$ cat src/rtl/mac_tile_dbuf_if.sv
// Tile-boundary bundle for mac_tile_dbuf: west/north inputs, east/south
// outputs and the debug weight tap. The driver side (array edge or testbench)
// uses the master modport; the tile itself uses the slave modport.
interface mac_tile_dbuf_if #(
  parameter int BW      = 4,
  parameter int PSUM_BW = 16
);
  logic               mode;
  logic [BW-1:0]      in_w;
  logic [2:0]         inst_w;
  logic [PSUM_BW-1:0] in_n;
  logic [BW-1:0]      out_e;
  logic [2:0]         inst_e;
  logic [PSUM_BW-1:0] out_s;
  logic [BW-1:0]      debug_tile_weight;

  modport master (
    output mode, in_w, inst_w, in_n,
    input  out_e, inst_e, out_s, debug_tile_weight
  );

  modport slave (
    input  mode, in_w, inst_w, in_n,
    output out_e, inst_e, out_s, debug_tile_weight
  );
endinterface

$ cat src/rtl/mac_tile_dbuf.sv
// Systolic-array processing element with two runtime dataflows.
//   WS (mode=0): a double-buffered weight; the shadow slot preloads the next
//     kernel while the active slot feeds the MAC. Partial sums flow south.
//   OS (mode=1): a local accumulator; weights enter from the north and are
//     forwarded south, and the drain chain shifts accumulators south.
// Instruction bits: [0] load, [1] execute, [2] swap (WS) / drain (OS).
// Activations and instructions pass west->east with one cycle of latency.
module mac_tile_dbuf #(
  parameter int BW      = 4,
  parameter int PSUM_BW = 16,
  parameter int SAT     = 0
) (
  input  logic             clk,
  input  logic             reset,
  mac_tile_dbuf_if.slave   bus
);

  localparam int PW = PSUM_BW;
  localparam int MW = 2 * BW + 1;

  localparam logic signed [PW-1:0] PSUM_MAX = {1'b0, {(PW-1){1'b1}}};
  localparam logic signed [PW-1:0] PSUM_MIN = {1'b1, {(PW-1){1'b0}}};

  // Signed add with one guard bit; clamps when SAT is set, else wraps.
  function automatic logic signed [PW-1:0] add_psum(
    input logic signed [PW-1:0] a,
    input logic signed [PW-1:0] b
  );
    logic signed [PW:0] sum_ext;
    sum_ext = (PW+1)'(a) + (PW+1)'(b);
    if ((SAT != 0) && (sum_ext[PW] != sum_ext[PW-1])) begin
      add_psum = sum_ext[PW] ? PSUM_MIN : PSUM_MAX;
    end else begin
      add_psum = sum_ext[PW-1:0];
    end
  endfunction

  // Architectural state.
  logic [BW-1:0]          r_out_e;
  logic [2:0]             r_inst_e;
  logic [PW-1:0]          r_out_s;
  logic signed [PW-1:0]   r_acc;
  logic signed [BW-1:0]   r_w_act;
  logic signed [BW-1:0]   r_w_sh;
  logic                   r_shadow_full;

  // Instruction decode.
  logic w_load;
  logic w_exec;
  logic w_swap;
  logic w_swap_take;
  logic w_capture;
  logic w_ws_exec;
  logic w_os_exec;
  logic w_os_drain;

  assign w_load = bus.inst_w[0];
  assign w_exec = bus.inst_w[1];
  assign w_swap = bus.inst_w[2];

  // A swap only moves weights when the shadow slot holds one. A load lands in
  // the shadow slot if it is empty, or if this same cycle's swap empties it.
  assign w_swap_take = ~bus.mode & w_swap & r_shadow_full;
  assign w_capture   = ~bus.mode & w_load & (~r_shadow_full | w_swap_take);

  // Swap outranks load outranks execute in WS; in OS drain outranks execute
  // and the load bit has no effect on the datapath.
  assign w_ws_exec  = ~bus.mode & w_exec & ~w_load & ~w_swap;
  assign w_os_exec  =  bus.mode & w_exec & ~w_swap;
  assign w_os_drain =  bus.mode & w_swap;

  // Multiplier operands: activation is unsigned, so it gets a zero MSB to act
  // as a non-negative signed value; weights are already two's complement.
  logic signed [BW:0]    w_act_u;
  logic signed [BW-1:0]  w_os_wt;
  logic signed [MW-1:0]  w_ws_prod_raw;
  logic signed [MW-1:0]  w_os_prod_raw;
  logic signed [PW-1:0]  w_ws_prod;
  logic signed [PW-1:0]  w_os_prod;
  logic signed [PW-1:0]  w_os_wt_ext;
  logic signed [PW-1:0]  w_ws_sum;
  logic signed [PW-1:0]  w_os_sum;

  assign w_act_u       = {1'b0, bus.in_w};
  assign w_os_wt       = bus.in_n[BW-1:0];
  assign w_ws_prod_raw = MW'(w_act_u) * MW'(r_w_act);
  assign w_os_prod_raw = MW'(w_act_u) * MW'(w_os_wt);
  assign w_ws_prod     = PW'(w_ws_prod_raw);
  assign w_os_prod     = PW'(w_os_prod_raw);
  assign w_os_wt_ext   = PW'(w_os_wt);
  assign w_ws_sum      = add_psum(w_ws_prod, $signed(bus.in_n));
  assign w_os_sum      = add_psum(r_acc, w_os_prod);

  // Next south output and accumulator value for the current mode/instruction.
  logic [PW-1:0]         w_out_s_nxt;
  logic signed [PW-1:0]  w_acc_nxt;

  // Select south output and accumulator update.
  always_comb begin
    // NOTE: every output of this block is given a default before any branch,
    // so no path leaves a value unassigned and no latch is inferred.
    w_out_s_nxt = bus.in_n;
    w_acc_nxt   = r_acc;
    if (bus.mode) begin
      w_out_s_nxt = '0;
      if (w_os_drain) begin
        w_out_s_nxt = r_acc;
        w_acc_nxt   = $signed(bus.in_n);
      end else if (w_os_exec) begin
        w_out_s_nxt = w_os_wt_ext;
        w_acc_nxt   = w_os_sum;
      end
    end else if (w_ws_exec) begin
      w_out_s_nxt = w_ws_sum;
    end
  end

  // West-to-east pipeline: activation (held between uses) and instruction.
  always_ff @(posedge clk) begin
    // NOTE: sequential state uses non-blocking assignments so every register
    // samples pre-edge values, independent of statement order.
    if (reset) begin
      r_out_e  <= '0;
      r_inst_e <= '0;
    end else begin
      if (w_load || w_exec) begin
        r_out_e <= bus.in_w;
      end
      // The first load after the shadow empties stops here; later ones travel
      // on to fill tiles further east.
      r_inst_e <= {w_swap, w_exec, w_load & r_shadow_full};
    end
  end

  // Double-buffered WS weight: shadow capture and shadow-to-active swap.
  always_ff @(posedge clk) begin
    if (reset) begin
      r_w_act       <= '0;
      r_w_sh        <= '0;
      r_shadow_full <= 1'b0;
    end else begin
      if (w_swap_take) begin
        r_w_act <= r_w_sh;
      end
      if (w_capture) begin
        r_w_sh        <= bus.in_w;
        r_shadow_full <= 1'b1;
      end else if (w_swap_take) begin
        r_shadow_full <= 1'b0;
      end
    end
  end

  // South output register and OS accumulator.
  always_ff @(posedge clk) begin
    if (reset) begin
      r_out_s <= '0;
      r_acc   <= '0;
    end else begin
      r_out_s <= w_out_s_nxt;
      r_acc   <= w_acc_nxt;
    end
  end

  assign bus.out_e             = r_out_e;
  assign bus.inst_e            = r_inst_e;
  assign bus.out_s             = r_out_s;
  assign bus.debug_tile_weight = r_w_act;

endmodule

$ cat src/flat_wrapper.sv
// flat-port wrapper written by rule: the top's interface ports become plain ports
module mac_tile_dbuf_flat 
#(
  parameter int BW      = 4,
  parameter int PSUM_BW = 16,
  parameter int SAT     = 0
)
  (clk, reset, bus_mode, bus_in_w, bus_inst_w, bus_in_n, bus_out_e, bus_inst_e, bus_out_s, bus_debug_tile_weight);
  mac_tile_dbuf_if #(.BW(BW), .PSUM_BW(PSUM_BW)) bus_i ();
  input  logic clk;
  input  logic reset;
  input wire logic [$bits(bus_i.mode)-1:0] bus_mode;
  input wire logic [$bits(bus_i.in_w)-1:0] bus_in_w;
  input wire logic [$bits(bus_i.inst_w)-1:0] bus_inst_w;
  input wire logic [$bits(bus_i.in_n)-1:0] bus_in_n;
  output wire logic [$bits(bus_i.out_e)-1:0] bus_out_e;
  output wire logic [$bits(bus_i.inst_e)-1:0] bus_inst_e;
  output wire logic [$bits(bus_i.out_s)-1:0] bus_out_s;
  output wire logic [$bits(bus_i.debug_tile_weight)-1:0] bus_debug_tile_weight;
  assign bus_i.mode = bus_mode;
  assign bus_i.in_w = bus_in_w;
  assign bus_i.inst_w = bus_inst_w;
  assign bus_i.in_n = bus_in_n;
  assign bus_out_e = bus_i.out_e;
  assign bus_inst_e = bus_i.inst_e;
  assign bus_out_s = bus_i.out_s;
  assign bus_debug_tile_weight = bus_i.debug_tile_weight;
  mac_tile_dbuf #(.BW(BW), .PSUM_BW(PSUM_BW), .SAT(SAT)) u_core (.clk(clk), .reset(reset), .bus(bus_i));
endmodule
$ cat config.mk
export PLATFORM = sky130hd
export DESIGN_NAME = mac_tile_dbuf_flat
export DESIGN_NICKNAME = d
export VERILOG_FILES = /design/src/rtl/mac_tile_dbuf_if.sv /design/src/rtl/mac_tile_dbuf.sv /design/src/flat_wrapper.sv
export SDC_FILE = /design/constraint.sdc
export NUM_CORES = 1
export LEC_CHECK = 0
export ABC_AREA = 1
export CAP_MARGIN = 40
export CORE_MARGIN = 5
export CORE_UTILIZATION = 53
export CTS_CLUSTER_SIZE = 24
export DETAILED_ROUTE_END_ITERATION = 6
export PLACE_DENSITY = 0.81
export SLEW_MARGIN = 25
export SYNTH_ARGS = -nofsm -noshare
export SYNTH_HDL_FRONTEND = slang
export SYNTH_SLANG_ARGS = --single-unit
$ cat constraint.sdc
create_clock -name clk -period 3.8 [get_ports clk]
set_input_delay 0.76 -clock clk [delete_from_list [all_inputs] [get_ports clk]]
set_output_delay 0.76 -clock clk [all_outputs]
set_load 0.03 [all_outputs]
==> impl_metrics.json <==
{
  "clockBufferDepth": 2,
  "internal-power_mw": 1.11,
  "cts_tree": "yes",
  "tns_ps": 0,
  "pwr-share-comb_pct": 46.5,
  "post-route-period-util_pct": 97.3,
  "grt_usage_pct": 23.9,
  "power_frac_seq_pct": 31.2,
  "cts_hold_buf": 0,
  "drt.antenna.violating_nets": 0,
  "violations": "design-rule violations",
  "die_h_microns": 108,
  "worstSetupEndpointType": "flip-flop",
  "crit_chain": "dlygate4sd2_1 -> buf_6 -> nor2_4 -> fa_1 -> fa_1 -> inv_2 -> fa_1 -> inv_2 -> ha_4 -> buf_4 -> nand3_2 -> a31oi_1 -> nor3_1 -> nand3b_1 -> a21oi_1",
  "fin_nets": 973,
  "io_buffers": 52,
  "cts.sinks": 48,
  "power_density_nw_per_um2": 285,
  "total_power_mw": 1.81,
  "outcome": "finished, violations left",
  "clkTransAtPathRegs_ps": 100,
  "antenna_found_initial": 0,
  "gp_congestion": 0.925,
  "cts_root_buf": "clkbuf_8",
  "synth.distinct_cells": 36,
  "wirelength_mm": 13.8,
  "grt_pass1_wl_mm": 22.7,
  "firstDrtPassIters": 7,
  "ios": 53,
  "vias": 5157,
  "grt_max_degree": 29,
  "ys_warn_count": 0,
  "cp-start-kind": "input pin",
  "die-area_sq_um": 11600,
  "finalHoldViolCount": 0,
  "swShare_pct": 38.5,
  "relSlewSlack_pct": 59.7,
  "grt.overflow.total": 0,
  "min-delay-path-class": "flip-flop to flip-flop",
  "area_delta_synth_final_pct": 25.1,
  "cap_violations": 0,
  "numCtsBuffers": 5,
  "slowest_delay_ps": 540,
  "drt_iter0_drc": 477,
  "ys_ff_latch": 48,
  "ys_seq_area_share_pct": 18.9,
  "fin_crit_ps": 3700,
  "tightest_slew_ps": 603,
  "worstSetupPathType": "input pin to flip-flop",
  "synth_nets": 885,
  "crit_top_cell": "fa_1",
  "slowest_stage": "fa_1",
  "drive_gt1_share_pct": 14.6,
  "drc_errors": 5,
  "h-tree-depth": 2,
  "drv_slew": 0,
  "skew_ps": 8.89,
  "whs_ps": 474,
  "critPathRequiredTime_ps": 4040,
  "max_freq_mhz": 270,
  "pwr-share-clk_pct": 22.3,
  "switching_power_uw": 697,
  "avgSynthCellArea_sq_um": 6.69,
  "coreArea_sq_um": 9280,
  "insertion_delay_ps": 310,
  "synthCells": 759,
  "final-setup-viol-count": 0,
  "placement_rows": 35,
  "p_leak_nw": 3.50,
  "num_antenna_cells": 0,
  "drt-vias-per-instance": 5.28,
  "grt_pass1_vias": 5036,
  "syn_area_sq_um": 5070,
  "crit_arrival_ps": 3940,
  "initial_core_util_pct": 54.7,
  "dieWidth_microns": 108,
  "cp_max_fo": 6,
  "hpwl_mm": 11.0,
  "wl_per_cell_microns": 14.1,
  "vdd_drop_max_mv": 0.181
}
## final timing paths
check | start | end | slack (ps) | cells after the start
worst max-delay path | bus_in_w[1] | u_core.r_acc[10] | 100 | 15
worst max register to register | u_core.bus.debug_tile_weight[3] | u_core.bus.out_s[11] | 400 | 17
worst min-delay path | u_core.r_shadow_full | u_core.bus.inst_e[0] | 470 | 2
worst min register to register | u_core.r_shadow_full | u_core.bus.inst_e[0] | 470 | 2
## metal layers
| metal | global-route usage (%) | share of wire [%] |
|---|---|---|
| met1 | 30.6 | 42 |
| met2 | 43.2 | 51 |
| met3 | 2.28 | 5.5 |
| met4 | 5.68 | 1.1 |
| met5 | 0 | 0 |
## cell usage in the layout (no fill, tap or decap), types with 7 or more instances in the layout
cell	n
nand2_2	12
xor2_1	10
a31oi_1	12
fa_1	19
nor2_1	39
nand2_1	210
o21ai_1	7
dfxtp_1	48
nand3_1	27
nand3_2	11
ha_1	71
inv_1	144
clkdlybuf4s50_1	44
a21oi_1	35
o21ai_0	24
buf_4	46
inv_2	13
## power by group through the flow
stage                     Combinational, mW  Sequential, mW  Clock [mW]
after global placement                0.695           0.573           0
final                                 0.841           0.564       0.402
after global routing                  0.933           0.569       0.429
after CTS                             0.774           0.563       0.409
after floorplan                       0.434           0.604           0
after detailed placement              0.718           0.575           0
## worst max-delay path: cells and delay by family
| kind | cells | cell delay, ps |
|---|---|---|
| buffers and inverters | 5 | 590 |
| AO/OA/AOI/OAI | 2 | 390 |
| adder cells (fa/ha/maj) | 4 | 1800 |
| AND/OR/NAND/NOR | 4 | 400 |
## cell families after synthesis
kind of cell	after synthesis	synth area share (%)
AND/OR/NAND/NOR	324	26.1
buffers and inverters	176	13.9
adder cells (fa/ha/maj)	100	27.9
AO/OA/AOI/OAI	98	10.9
flip-flops	48	18.9
XOR/XNOR	13	2.24
## flip-flops by register name (all words and copies together) (netlist names)
signal,count
u_core.bus.debug_tile_weight,4
u_core.bus.inst_e,3
u_core.bus.out_e,4
u_core.bus.out_s,16
u_core.r_acc,16
u_core.r_shadow_full,1
u_core.r_w_sh,4
## synthesized netlist by cell type
master / count / area share, %
nand2_1: 222 / 16
a211oi_1: 1 / 0.15
a31oi_1: 12 / 1.5
inv_1: 153 / 11
o22ai_1: 2 / 0.25
dfxtp_1: 48 / 19
nor3_2: 1 / 0.20
a21oi_1: 40 / 3.9
nand2_2: 2 / 0.25
or2_2: 2 / 0.25
nor2_1: 43 / 3.2
o211ai_1: 1 / 0.15
nor2_2: 1 / 0.12
xor2_1: 10 / 1.7
nor3_4: 1 / 0.32
clkinv_4: 1 / 0.17
nor3_1: 3 / 0.30
o21ai_0: 25 / 2.5
o21ai_1: 6 / 0.59
xnor2_1: 3 / 0.52
clkbuf_1: 9 / 0.67
a2bb2oi_1: 1 / 0.17
nand3b_1: 2 / 0.30
buf_4: 2 / 0.30
o2bb2ai_1: 1 / 0.17
fa_1: 22 / 8.7
o21bai_1: 2 / 0.30
a41oi_1: 1 / 0.17
buf_2: 3 / 0.30
nand3_1: 41 / 4.0
nand4_1: 6 / 0.74
a221oi_1: 3 / 0.52
a311oi_1: 3 / 0.52
ha_1: 78 / 19
buf_6: 4 / 0.89
inv_2: 4 / 0.30
## metrics by stage
stage	instances	worst slack [ps]	area [sq um]	util (%)
global route	977	-17.2	6350	68.4
floorplan	759	-4.23	5080	-
finish	977	103	6350	68.4
CTS	976	11.5	6270	67.5
detailed placement	963	-754	5960	64.2
global placement	963	-678	5960	64.2
## final cells by class
class	instances	area [sq um]
repair buffers	99	856
multi-input cells	535	3650
clock buffers	6	82.6
inverters	158	598
flip-flops and latches	48	961
well taps	129	161
fillers	778	2930
clock inverters	2	38.8
## what timing repair did
item,in CTS,in global routing
endpoints found under the setup margin,25,22
buffers inserted,5,1
pin swaps,34,24
resized for setup,52,30
(Power assumes the default switching activity.)
